===== src/rtl/stream_frame_fifo.sv =====
// Frame-aware Avalon-ST FIFO: first-word-fall-through, drops beats until the first sop after reset.
// Optional frame length/nesting check enabled by defining STREAM_FIFO_FRAME_CHECK_EN.
module stream_frame_fifo #(
  parameter int DATA_W       = 12,
  parameter int DEPTH        = 16,
  parameter int FRAME_PIXELS = 76800
) (
  input  logic                     clk,
  input  logic                     reset,
  input  logic [DATA_W-1:0]        data_in,
  input  logic                     sop_in,
  input  logic                     eop_in,
  input  logic                     valid_in,
  output logic                     ready_out,
  output logic [DATA_W-1:0]        data_out,
  output logic                     sop_out,
  output logic                     eop_out,
  output logic                     valid_out,
  input  logic                     ready_in,
  output logic [$clog2(DEPTH):0]   level,
  output logic                     frame_err,
  output logic                     state_dbg
);

  localparam int AW = $clog2(DEPTH);
  localparam logic [0:0] S_HUNT = 1'b0;
  localparam logic [0:0] S_PASS = 1'b1;

  // Handshake: a beat moves on a rising edge where valid and ready are both high;
  // valid never depends on ready, and ready_out is a function of registered state only.
  logic [0:0]        r_state;
  logic [DATA_W+1:0] r_mem [DEPTH];
  logic [AW-1:0]     r_wr_ptr;
  logic [AW-1:0]     r_rd_ptr;
  logic [AW:0]       r_level;
  logic              w_full;
  logic              w_accept;
  logic              w_write;
  logic              w_read;
  logic [DATA_W+1:0] w_head;

  assign w_full    = (r_level == (AW+1)'(DEPTH));
  assign ready_out = (r_state == S_HUNT) || !w_full;
  assign w_accept  = valid_in && ready_out;
  assign w_write   = w_accept && ((r_state == S_PASS) || sop_in);
  assign valid_out = (r_level != '0);
  assign w_read    = valid_out && ready_in;
  assign w_head    = r_mem[r_rd_ptr];
  assign sop_out   = valid_out && w_head[DATA_W+1];
  assign eop_out   = valid_out && w_head[DATA_W];
  assign data_out  = valid_out ? w_head[DATA_W-1:0] : '0;
  assign level     = r_level;
  assign state_dbg = r_state;

  // Storage needs no reset: the head is masked whenever the FIFO is empty.
  always_ff @(posedge clk) begin
    if (w_write) r_mem[r_wr_ptr] <= {sop_in, eop_in, data_in};
  end

  always_ff @(posedge clk or posedge reset) begin
    if (reset) begin
      r_state  <= S_HUNT;
      r_wr_ptr <= '0;
      r_rd_ptr <= '0;
      r_level  <= '0;
    end else begin
      if (w_accept && sop_in) r_state <= S_PASS;
      if (w_write) r_wr_ptr <= r_wr_ptr + 1'b1;
      if (w_read)  r_rd_ptr <= r_rd_ptr + 1'b1;
      case ({w_write, w_read})
        2'b10:   r_level <= r_level + 1'b1;
        2'b01:   r_level <= r_level - 1'b1;
        default: r_level <= r_level;
      endcase
    end
  end

`ifdef STREAM_FIFO_FRAME_CHECK_EN
  localparam int CW = $clog2(FRAME_PIXELS) + 1;

  logic [CW-1:0] r_pix_cnt;
  logic [CW-1:0] w_beat_cnt;
  logic          r_frame_open;
  logic          r_frame_err;
  logic          w_err;

  // w_beat_cnt is the position of the beat being written, counting sop as 1.
  always_comb begin
    w_beat_cnt = sop_in ? CW'(1) : r_pix_cnt + CW'(1);
    w_err      = w_write && ((sop_in && r_frame_open) ||
                             (eop_in && (w_beat_cnt != CW'(FRAME_PIXELS))));
  end

  always_ff @(posedge clk or posedge reset) begin
    if (reset) begin
      r_pix_cnt    <= '0;
      r_frame_open <= 1'b0;
      r_frame_err  <= 1'b0;
    end else begin
      r_frame_err <= w_err;
      if (w_write) begin
        r_pix_cnt <= w_beat_cnt;
        if (eop_in)      r_frame_open <= 1'b0;
        else if (sop_in) r_frame_open <= 1'b1;
      end
    end
  end

  assign frame_err = r_frame_err;
`else
  assign frame_err = 1'b0;
`endif

endmodule

===== config.mk =====
export PLATFORM = sky130hd
export DESIGN_NAME = stream_frame_fifo
export DESIGN_NICKNAME = d
export VERILOG_FILES = /design/src/rtl/stream_frame_fifo.sv
export SDC_FILE = /design/constraint.sdc
export NUM_CORES = 1
export LEC_CHECK = 0
export CORE_AREA = 2 2 129 131
export DETAILED_ROUTE_END_ITERATION = 10
export DIE_AREA = 0 0 131 133
export PLACE_DENSITY_LB_ADDON = 0.08
export REMOVE_ABC_BUFFERS = 1
export SLEW_MARGIN = 20
export SYNTH_ARGS = -nofsm -noshare
export SYNTH_HDL_FRONTEND = slang
export SYNTH_SLANG_ARGS = --single-unit

===== constraint.sdc =====
create_clock -name clk -period 3.16 [get_ports clk]
set_clock_uncertainty 0.2 [all_clocks]
set_input_delay 0.632 -clock clk [delete_from_list [all_inputs] [get_ports clk]]
set_output_delay 0.632 -clock clk [all_outputs]
set_load 0.01 [all_outputs]

==> impl_metrics.prom <==
# TYPE chip_impl_metric gauge
chip_impl_metric{name="asyncSetResetFlopFracSynth",unit="%"} 5.88
chip_impl_metric{name="die_y",unit="µm"} 133
chip_impl_info{name="postSynth.topFlopCell",value="sky130_fd_sc_hd__edfxtp_1"} 1
chip_impl_metric{name="global_route.overflow_total",unit=""} 0
chip_impl_metric{name="report.power.total",unit="mW"} 10.2
chip_impl_metric{name="synth_seq_area_share",unit="%"} 75.1
chip_impl_metric{name="final_design_area_no_fill",unit="µm²"} 11200
chip_impl_info{name="critical_path.slowest_cell",value="sky130_fd_sc_hd__mux4_2"} 1
chip_impl_metric{name="grt_start_max_net_pins",unit=""} 30
chip_impl_metric{name="dr.first_iter.drc_count",unit=""} 215
chip_impl_metric{name="post_dr_wirelength_cell",unit="µm"} 24.5
chip_impl_metric{name="ratio_of_final_minimum_period_to_clock_period",unit="%"} 98.8
chip_impl_metric{name="yosysUniqueCellTypes",unit=""} 38
chip_impl_metric{name="maxCapViolations",unit=""} 0
chip_impl_metric{name="die_width",unit="µm"} 131
chip_impl_metric{name="cp_num_buf_inv",unit=""} 3
chip_impl_metric{name="fillerInstances",unit=""} 1002
chip_impl_metric{name="multi_input_area",unit="µm²"} 2210
chip_impl_metric{name="avgViaCountPerCell",unit=""} 5.96
chip_impl_metric{name="final_critical_path_setup_slack",unit="ps"} 37.1
chip_impl_metric{name="powerDensity",unit="nW/µm²"} 903
chip_impl_metric{name="final_hold_viol_count",unit=""} 0
chip_impl_metric{name="hpwlAfterDp",unit="µm"} 11500
chip_impl_metric{name="detailroute.wirelength.met2",unit="µm"} 9770
chip_impl_metric{name="cp_data_arrival_time",unit="ps"} 2290
chip_impl_metric{name="design.core.area",unit="µm²"} 16200
chip_impl_info{name="grt_setup_unrepaired",value="true"} 1
chip_impl_metric{name="met3RoutedLength",unit="µm"} 1090
chip_impl_metric{name="ir_worst_vdd",unit="V"} 0.000539
chip_impl_metric{name="maxClockFrequency",unit="GHz"} 0.320
chip_impl_metric{name="postLayoutCoreUtil",unit="%"} 69.5
chip_impl_metric{name="drc",unit=""} 0
chip_impl_metric{name="post_dp_cell_area",unit="µm²"} 10400
chip_impl_metric{name="regArea",unit="µm²"} 7080
chip_impl_metric{name="antenna_cells_inserted",unit=""} 0
chip_impl_metric{name="critical_path.max_stage_delay",unit="ps"} 490
chip_impl_metric{name="first_global_vias",unit=""} 4831
chip_impl_metric{name="final-instance-count-excl-fill",unit=""} 778
chip_impl_metric{name="cp_depth",unit=""} 7
chip_impl_metric{name="area_delta_synth_final",unit="%"} 19.3
chip_impl_info{name="clock_tree_from_tritoncts",value="built"} 1
chip_impl_metric{name="leakage_dissipation",unit="nW"} 3.82
chip_impl_metric{name="boundaryPins",unit=""} 41
chip_impl_metric{name="path_clk_slew",unit="ps"} 60
chip_impl_metric{name="cts-root-to-sink-buffers",unit=""} 3
chip_impl_info{name="holdCritPathClass",value="in -> async"} 1
chip_impl_info{name="worstSetupEndpointType",value="primary output"} 1
chip_impl_metric{name="final_net_count",unit=""} 568
chip_impl_metric{name="floorplan.rows",unit=""} 47
chip_impl_metric{name="clock_latency",unit="ps"} 510
chip_impl_metric{name="routed-via-count",unit=""} 4634
chip_impl_metric{name="numPortBuffers",unit=""} 39
chip_impl_metric{name="drt-met1-wl",unit="µm"} 7890
chip_impl_metric{name="timing.reg2reg.worst_path_depth",unit=""} 11
chip_impl_metric{name="gpl.final_weighted_congestion",unit=""} 0.763
chip_impl_metric{name="worst_pin_slew",unit="ps"} 581
chip_impl_metric{name="period_needed",unit="ps"} 3120
chip_impl_metric{name="final-setup-viol-count",unit=""} 0
chip_impl_metric{name="numClockSinks",unit=""} 238
chip_impl_metric{name="relSlewSlack",unit="%"} 61.2
chip_impl_metric{name="total_count_of_max_transition_violations_in_the_final_report",unit=""} 0
chip_impl_info{name="root_buffer_cell",value="sky130_fd_sc_hd__clkbuf_16"} 1
chip_impl_metric{name="pre_cts_ws",unit="ps"} 109
chip_impl_info{name="path_class",value="reg -> out"} 1
chip_impl_metric{name="number_of_antenna_violations_at_the_first_check_in_global_routing",unit=""} 1
chip_impl_metric{name="fraction_of_final_layout_cells_with_drive_strength_greater_than_1",unit="%"} 31.5
chip_impl_metric{name="totalWireLength",unit="µm"} 19100
chip_impl_metric{name="count_of_flip_flops_with_a_built_in_enable_after_synthesis",unit=""} 224
chip_impl_metric{name="synth_seq_cells",unit=""} 238
chip_impl_metric{name="worst-path-max-fanout",unit=""} 8
chip_impl_info{name="critical-path-top-delay-family",value="multiplexers"} 1
chip_impl_metric{name="syn-cell-area",unit="µm²"} 9420
chip_impl_metric{name="grt_first_pass_wirelength",unit="µm"} 29000
chip_impl_metric{name="crit_required",unit="ps"} 2330
chip_impl_metric{name="cts_buffers",unit=""} 24
chip_impl_metric{name="ant_nets",unit=""} 0
chip_impl_info{name="cp-start-kind",value="flop"} 1
chip_impl_metric{name="drt_pass1_iterations",unit=""} 5
chip_impl_metric{name="dp_cells",unit=""} 726
chip_impl_info{name="highest-signal-layer",value="met5"} 1
chip_impl_metric{name="number_of_levels_in_the_clock_h_tree",unit=""} 1
chip_impl_metric{name="syn_inst",unit=""} 444
chip_impl_metric{name="ctsHoldBuffers",unit=""} 0
chip_impl_metric{name="start_util",unit="%"} 58.2
chip_impl_metric{name="grt.total_usage",unit="%"} 23.0
chip_impl_metric{name="dieArea",unit="µm²"} 17400
chip_impl_info{name="status",value="completed"} 1
chip_impl_metric{name="mean_instance_size_in_the_synthesized_netlist",unit="µm²"} 21.2
chip_impl_info{name="path_cells",value="buf_12, buf_6, mux4_2, mux2i_1, nand2_1, o211a_1, buf_2"} 1
chip_impl_metric{name="yosys_warnings",unit=""} 0
==> sequential cells by signal (all words and copies together), names as in the netlist <==
register   count
r_wr_ptr       4
r_mem        224
state_dbg      1
r_rd_ptr       4
level          5
==> routing by layer <==
| layer | global-route usage [%] | vias to the layer above |
|---|---|---|
| met1 | 33.0 | 2441 |
| li1 | - | 2014 |
| met2 | 38.0 | 143 |
| met5 | 0 | - |
| met3 | 3.96 | 34 |
| met4 | 4.73 | 2 |
==> kinds of logic (layout without fill, tap and decap cells) <==
group / count (synthesis) / count (layout) / share of synthesized area [%]
compound gates: 28 / 28 / 1.98
xor+xnor: 12 / 12 / 1.12
fa+ha+maj: 8 / 8 / 1.06
buf+inv: 31 / 145 / 1.89
flops: 238 / 238 / 75.1
mux: 86 / 86 / 16.6
other cells: 1 / 1 / 0.0398
simple gates: 40 / 40 / 2.17
==> stage by stage <==
step	hold WS, ps	setup TNS (ps)
5_1_grt	318	-14.9
3_5_place_dp	337	0
6_report	275	0
4_1_cts	282	-2.91
3_3_place_gp	321	0
2_1_floorplan	321	-12480
==> where the power goes <==
| part | leakage, nW | switching, mW | internal (mW) |
|---|---|---|---|
| clock network | 0.350 | 1.09 | 1.52 |
| logic | 1.29 | 1.66 | 1.81 |
| registers | 2.18 | 0.233 | 3.83 |
==> cell usage after synthesis (all sizes together), types with 4 or more instances <==
cell type    n  area (µm²)
mux4        56        1260
nor3         5        25.0
xor2         5        43.8
xnor2        7        61.3
inv          5        18.8
o22ai       14        87.6
o21ai        4        20.0
clkbuf       4        15.0
ha           8         100
mux2i       27         270
dfrtp       14         350
nand2       10        37.5
nor2        13        48.8
edfxtp     224        6730
buf         22         144
==> placed cells by master (no fill, tap or decap), drive strengths merged, types with 5 or more instances in the layout <==
cell type / n
nor3: 5
xnor2: 7
o22ai: 14
mux2i: 27
xor2: 5
clkdlybuf4s50: 25
mux4: 56
nand2: 10
buf: 63
clkinv: 8
clkbuf: 40
ha: 8
edfxtp: 224
dfrtp: 14
inv: 5
nor2: 13
==> path summary, 6_finish.rpt <==
check	endpoint	slack, ps	startpoint
setup / recovery	data_out[10]	40	r_rd_ptr[1]$_DFFE_PP0P_
hold / removal	level[3]$_DFFE_PP0P_	270	reset
setup reg to reg	level[4]$_DFFE_PP0P_	530	level[2]$_DFFE_PP0P_
hold reg to reg	state_dbg$_DFFE_PP0P_	350	state_dbg$_DFFE_PP0P_
max in group asynchronous	r_rd_ptr[1]$_DFFE_PP0P_	2050	reset
min in group clk	state_dbg$_DFFE_PP0P_	350	state_dbg$_DFFE_PP0P_
==> layout make-up <==
class	count	area share, %
clock inverters	10	0.635
multi-input cells	175	19.6
inverters	5	0.167
flip-flops and latches	238	63.0
well taps	220	2.45
clock buffers	32	5.80
repair buffers	98	8.27
==> timing repair <==
action | 4_1_cts | 5_1_grt
gates resized for setup | 41 | 16
gates cloned | 1 | 1
endpoints found under the setup margin | 14 | 12
endpoints found under the hold margin | 0 | 0
buffers inserted | 7 | 1
pin swaps | 3 | 0
==> worst reg2reg max path, stage by stage, from the launching register on <==
cell	delay, ps
sky130_fd_sc_hd__dfrtp_2	480
sky130_fd_sc_hd__nor4_4	350
sky130_fd_sc_hd__buf_4	180
sky130_fd_sc_hd__a31oi_2	90
sky130_fd_sc_hd__inv_1	100
sky130_fd_sc_hd__ha_1	200
sky130_fd_sc_hd__xor2_1	160
sky130_fd_sc_hd__ha_1	210
sky130_fd_sc_hd__and3b_1	160
sky130_fd_sc_hd__o21ai_0	70
sky130_fd_sc_hd__a31oi_1	230
sky130_fd_sc_hd__xnor2_1	140
No activity file was read; power rests on OpenSTA's default activity.
